### config.mk
export PLATFORM = sky130hd
export DESIGN_NAME = risc_alu
export DESIGN_NICKNAME = d
export VERILOG_FILES = /design/src/rtl/risc_alu_pkg.sv /design/src/rtl/risc_alu_core.sv /design/src/rtl/risc_alu.sv
export SDC_FILE = /design/constraint.sdc
export NUM_CORES = 1
export LEC_CHECK = 0
export ABC_AREA = 0
export CAP_MARGIN = 10
export CORE_MARGIN = 5
export CORE_UTILIZATION = 44
export CTS_BUF_LIST = sky130_fd_sc_hd__clkbuf_16
export CTS_CLUSTER_SIZE = 30
export DETAILED_ROUTE_END_ITERATION = 10
export PLACE_DENSITY = 0.78
export SETUP_SLACK_MARGIN = 0.05
export SLEW_MARGIN = 0
export SYNTH_ARGS = -nofsm -noshare
export SYNTH_HDL_FRONTEND = slang
export SYNTH_SLANG_ARGS = --single-unit
### constraint.sdc
create_clock -name clk -period 0.8 [get_ports clk]
set_input_delay 0.08 -clock clk [delete_from_list [all_inputs] [get_ports clk]]
set_output_delay 0.08 -clock clk [all_outputs]
set_load 0.05 [all_outputs]
### src/rtl/risc_alu_pkg.sv
// Shared opcode encodings for the accumulator-style RISC core ALU.
package risc_alu_pkg;

  typedef logic [2:0] opcode_t;

  localparam opcode_t OP_HLT = 3'b000;
  localparam opcode_t OP_SKZ = 3'b001;
  localparam opcode_t OP_ADD = 3'b010;
  localparam opcode_t OP_AND = 3'b011;
  localparam opcode_t OP_XOR = 3'b100;
  localparam opcode_t OP_LDA = 3'b101;
  localparam opcode_t OP_STO = 3'b110;
  localparam opcode_t OP_JMP = 3'b111;

endpackage

### src/rtl/risc_alu_core.sv
// Combinational ALU function: result, accumulator zero flag and, with
// RISC_ALU_CARRY_EN defined, the ADD carry.
module risc_alu_core
  import risc_alu_pkg::*;
#(
  parameter int WIDTH = 8
) (
  input  opcode_t            opcode,
  input  logic [WIDTH-1:0]   in_a,
  input  logic [WIDTH-1:0]   in_b,
  output logic [WIDTH-1:0]   result,
  output logic               a_zero
`ifdef RISC_ALU_CARRY_EN
  ,
  output logic               carry
`endif
);

`ifdef RISC_ALU_CARRY_EN
  logic [WIDTH:0] sum;
  assign sum = {1'b0, in_a} + {1'b0, in_b};
`else
  logic [WIDTH-1:0] sum;
  assign sum = in_a + in_b;
`endif

  assign a_zero = (in_a == '0);

  always_comb begin
    // NOTE: every output of this block is assigned before the case so no path
    // leaves it holding its old value, which would infer a latch.
    result = in_a;
`ifdef RISC_ALU_CARRY_EN
    carry  = 1'b0;
`endif
    case (opcode)
      OP_ADD: begin
        result = sum[WIDTH-1:0];
`ifdef RISC_ALU_CARRY_EN
        carry  = sum[WIDTH];
`endif
      end
      OP_AND:  result = in_a & in_b;
      OP_XOR:  result = in_a ^ in_b;
      OP_LDA:  result = in_b;
      default: ;  // HLT, SKZ, STO, JMP pass the accumulator through
    endcase
  end

endmodule

### src/rtl/risc_alu.sv
// Registered RISC ALU: one-cycle result and zero flag with async reset.
// Optional carry_out port is enabled by defining RISC_ALU_CARRY_EN.
module risc_alu
  import risc_alu_pkg::*;
#(
  parameter int WIDTH = 8
) (
  input  logic             clk,
  input  logic             rst,
  input  logic [2:0]       opcode,
  input  logic [WIDTH-1:0] in_a,
  input  logic [WIDTH-1:0] in_b,
  output logic [WIDTH-1:0] alu_out,
  output logic             a_is_zero
`ifdef RISC_ALU_CARRY_EN
  ,
  output logic             carry_out
`endif
);

  logic [WIDTH-1:0] result;
  logic             a_zero;
`ifdef RISC_ALU_CARRY_EN
  logic             carry;
`endif

  risc_alu_core #(
    .WIDTH (WIDTH)
  ) u_core (
    .opcode (opcode_t'(opcode)),
    .in_a   (in_a),
    .in_b   (in_b),
    .result (result),
    .a_zero (a_zero)
`ifdef RISC_ALU_CARRY_EN
    ,
    .carry  (carry)
`endif
  );

  // NOTE: registers use non-blocking assignments so every flop samples the
  // pre-edge values regardless of process ordering.
  always_ff @(posedge clk or posedge rst) begin
    if (rst) begin
      alu_out   <= '0;
      a_is_zero <= 1'b0;
    end else begin
      alu_out   <= result;
      a_is_zero <= a_zero;
    end
  end

`ifdef RISC_ALU_CARRY_EN
  always_ff @(posedge clk or posedge rst) begin
    if (rst) carry_out <= 1'b0;
    else     carry_out <= carry;
  end
`endif

endmodule

==> impl_metrics.json, run 1 <==
{
  "status": "did not finish",
  "lastStage": "global routing",
  "stop_error": "[ERROR DPL-0038] Utilization greater than 100%, impossible to legalize",
  "dp_hpwl_um": 2650,
  "ys_types": 31,
  "grt_max_degree": 16,
  "synth_nets": 130,
  "avgSynthCellArea_um2": 8.53,
  "clock_path_buffers": 2,
  "port_buffers": 29,
  "grt-worst-endpoint": "alu_out[6]$_DFF_PP0_/D",
  "syn_area_um2": 853,
  "io_pins": 30,
  "synthCells": 100,
  "rows": 16,
  "gp_congestion": 0.855,
  "die_x_um": 54.0,
  "clock_sinks": 9,
  "endpoint_type": "sequential cell input",
  "cts_hold_buf": 0,
  "numCtsBuffers": 3,
  "yosysWarnings": 0,
  "ys_seq_area_share_pct": 26.4,
  "htreeDepth": 1,
  "ys_ff_latch": 9,
  "cts-root-buf": "clkbuf_16",
  "start_util_pct": 44.9,
  "die_h_um": 54.0
}
[Yosys cell counts (all sizes together)]
library cell | number | share of area, %
xnor2 | 2 | 2.1
a22oi | 2 | 1.8
buf | 3 | 2.1
dfrtp | 9 | 26
ha | 8 | 12
a211oi | 3 | 3.2
nor2 | 9 | 4.0
nor2b | 2 | 1.5
fa | 1 | 2.3
a31o | 1 | 1.0
o211ai | 2 | 1.8
mux2 | 2 | 3.1
nand2b | 5 | 3.7
a21o | 2 | 1.8
nor4b | 1 | 1.0
a221oi | 1 | 1.0
nand2 | 10 | 4.4
or4 | 2 | 1.8
mux2i | 2 | 2.3
clkbuf | 1 | 0.44
xor2 | 3 | 3.1
o21ai | 12 | 7.0
o22ai | 2 | 1.5
o21a | 1 | 0.88
inv | 1 | 0.44
o221ai | 4 | 4.1
a21oi | 9 | 5.7
[metrics by stage]
step | std cells | setup TNS [ns] | hold slack [ns] | setup WS, ns | area (um2)
2_1_floorplan | 100 | -2.99 | -0.0921 | -0.683 | 951
3_3_place_gp | 176 | -8.89 | 0.348 | -1.21 | 1510
3_5_place_dp | 176 | -9.67 | 0.388 | -1.32 | 1510
4_1_cts | 189 | -4.12 | 0.157 | -0.693 | 1800
[cells by family after synthesis]
family,synth area share [%]
compound gates,29.8
fa+ha+maj,14.1
flops,26.4
simple gates,16.3
xor+xnor,5.13
buf+inv,2.93
mux,5.42
[repair_timing]
item,in CTS
gates resized for setup,97
buffers inserted,11
pin swaps,26
setup endpoints to repair,18
==> run 2: changes to the inputs <==
--- a/config.mk
+++ b/config.mk
@@ -7,13 +7,10 @@
 export LEC_CHECK = 0
 export ABC_AREA = 0
 export CAP_MARGIN = 10
-export CORE_MARGIN = 5
-export CORE_UTILIZATION = 44
-export CTS_BUF_LIST = sky130_fd_sc_hd__clkbuf_16
-export CTS_CLUSTER_SIZE = 30
+export CORE_AREA = 5 5 66 68
 export DETAILED_ROUTE_END_ITERATION = 10
-export PLACE_DENSITY = 0.78
-export SETUP_SLACK_MARGIN = 0.05
+export DIE_AREA = 0 0 71 73
+export PLACE_DENSITY_LB_ADDON = 0.15
 export SLEW_MARGIN = 0
 export SYNTH_ARGS = -nofsm -noshare
 export SYNTH_HDL_FRONTEND = slang
==> impl_metrics.json, run 2 <==
{
  "largest-register": "alu_out",
  "critical_path_required_ns": 0.95,
  "grt_pass1_vias": 998,
  "synth_mux_area_share_pct": 5.43,
  "tritoncts": "yes",
  "clkTransAtPathRegs_ns": 0.04,
  "routed_via_density": 4.66,
  "clock_sinks": 9,
  "ys_ff_latch": 9,
  "slowest_delay_ns": 0.35,
  "synth_top_family_by_area": "compound AO/OA/AOI/OAI gates",
  "ys.flop_type": "dfrtp_1",
  "synth.top_cells.by_count": "o21ai_0 (12), nand2_1 (10), dfrtp_1 (9), nor2_1 (9)",
  "drt_first_pass_iters": 4,
  "grt_max_degree": 16,
  "coreArea_um2": 3800,
  "drv_cap": 0,
  "largest_reg_flops": 8,
  "synth-simple-area-share_pct": 16.3,
  "max-slew-margin-rel_pct": 78.7,
  "hold_class": "in2async",
  "reg_top3": "alu_out x8, a_is_zero x1",
  "synth_area_leaders": "dfrtp_1 (26%), ha_1 (12%), o21ai_0 (7.0%)",
  "path_cells": "buf_8, ha_4, fa_2, a21o_1, a211oi_2, nor2_1, mux2_4, a21oi_2",
  "drive_above_1_share_pct": 55.7,
  "drt_iter0_drc": 29,
  "start_util_pct": 22.5,
  "synthAdderAreaFrac_pct": 14.1,
  "rows": 23,
  "yosysWarnings": 0,
  "synth_compound_area_share_pct": 29.8,
  "finalSetupViolCount": 17,
  "arrival_ns": 1.61,
  "overflow": 0,
  "cts-root-buf": "clkbuf_8",
  "power_w": 0.00223,
  "avgSynthCellArea_um2": 8.53,
  "fillers": 402,
  "yosys.area.top_type": "dfrtp_1",
  "crit_path_start_kind": "input pin",
  "finalHoldViolCount": 0,
  "synth_nets": 130,
  "status": "finished with violations",
  "slowest_stage": "fa_2",
  "drc": 0,
  "period_share_pct": 182,
  "path_class": "in2reg",
  "synthCells": 100,
  "die_x_um": 71,
  "wire_per_inst_um": 13.5,
  "diodes": 0,
  "yosys.area_share.xor_xnor_pct": 5.13,
  "end_kind": "flip-flop",
  "dp_hpwl_um": 2320,
  "vias": 969,
  "fin_ws_ns": -0.658,
  "ys_types": 31,
  "yosysMostFrequentCell": "o21ai_0",
  "failed_checks": "negative setup slack",
  "grt_pass1_wl_um": 4770,
  "slew_violations": 0,
  "synth_edf_count": 0,
  "drt.antenna.violating_nets": 0,
  "die_h_um": 73,
  "synth_top_area_share_pct": 26.4,
  "gp_congestion": 0.872,
  "numCtsBuffers": 3,
  "grt_usage_pct": 11.6,
  "port_buffers": 29,
  "ys_seq_area_share_pct": 26.4,
  "rsz0062_at_grt": "true",
  "io_pins": 30,
  "clock_path_buffers": 2,
  "vdd_drop_max_mv": 0.397,
  "fin_setup_tns_ns": -3.32,
  "regArea_um2": 225,
  "final_nets": 189,
  "timing.final.crit_period_ns": 1.46,
  "utilization_pct": 44.3,
  "grt_antenna_before_repair": 0,
  "leakage_nw": 0.725,
  "multi_input_area_um2": 778,
  "fmax_ghz": 0.686,
  "worstMarginPinSlew_ns": 0.319,
  "htreeDepth": 1,
  "critPathMaxFanout": 2,
  "layout_common_cells": "buf_4 (27), buf_2 (10), buf_12 (10)",
  "p_per_area_nw_per_um2": 1330,
  "syn_area_um2": 853,
  "die-area_um2": 5180,
  "place_ws_ns": -1.26,
  "drt-total-wl_um": 2800,
  "synthArstFlopShare_pct": 100,
  "syn_to_final_growth_pct": 97.1,
  "mostFrequentLayoutCell": "buf_4"
}
## run 2: path summary, 6_finish.rpt
kind / startpoint / endpoint / slack (ns) / cells past startpoint
max in group asynchronous: rst / alu_out[0] / 0.46 / 2
worst min-delay path: rst / alu_out[7] / 0.11 / 2
worst max-delay path: in_b[0] / alu_out[6] / -0.66 / 8
min in group clk: in_a[3] / alu_out[3] / 0.18 / 3
## run 2: what timing repair did
action,in CTS,in global routing
resized for setup,87,9
pin swaps,26,13
setup buffers,1,2
hold buffers,0,0
gates cloned,0,0
endpoints found under the setup margin,18,18
endpoints found under the hold margin,0,0
## run 2: power breakdown
part / switching (W) / internal [W]
Clock: 0.000150 / 0.000345
Combinational: 0.000566 / 0.000628
Sequential: 0.0000389 / 0.000507
Total: 0.000754 / 0.00148
## run 2: logic make-up (layout without fill, tap and decap cells)
group | count (synthesis) | count (layout)
compound gates | 39 | 39
simple gates | 29 | 29
fa+ha+maj | 9 | 9
flops | 9 | 9
xor+xnor | 5 | 5
buf+inv | 5 | 63
mux | 4 | 4
## run 2: cell type report
type	count	share of cell area (%)
Timing Repair Buffer	58	33.7
Multi-Input combinational cell	86	46.3
Sequential cell	9	13.4
Clock buffer	4	2.68
Inverter	1	0.223
Tap cell	50	3.72
## run 2: stage by stage
stage	cells	hold slack, ns	instance area [um2]
final	208	0.110	1680
after global placement	202	0.355	1560
after detailed placement	202	0.358	1560
after floorplan	100	-0.0921	951
after global routing	208	0.142	1680
after CTS	207	0.124	1650
## run 2: routing by layer
layer / vias up / track usage (%) / wire length [um]
met5: - / 0 / 0
met4: 0 / 4.18 / 8
met3: 2 / 2.34 / 100
met2: 18 / 20.6 / 1490
met1: 460 / 13.9 / 1210
li1: 489 / - / -
## run 2: critical path, delay by kind of cell
kind,cells,cell delay [ns]
compound gates,3,0.55
fa+ha+maj,2,0.50
buf+inv,1,0.10
mux,1,0.30
simple gates,1,0.09
Note: power is estimated with default switching activity, not from simulation.
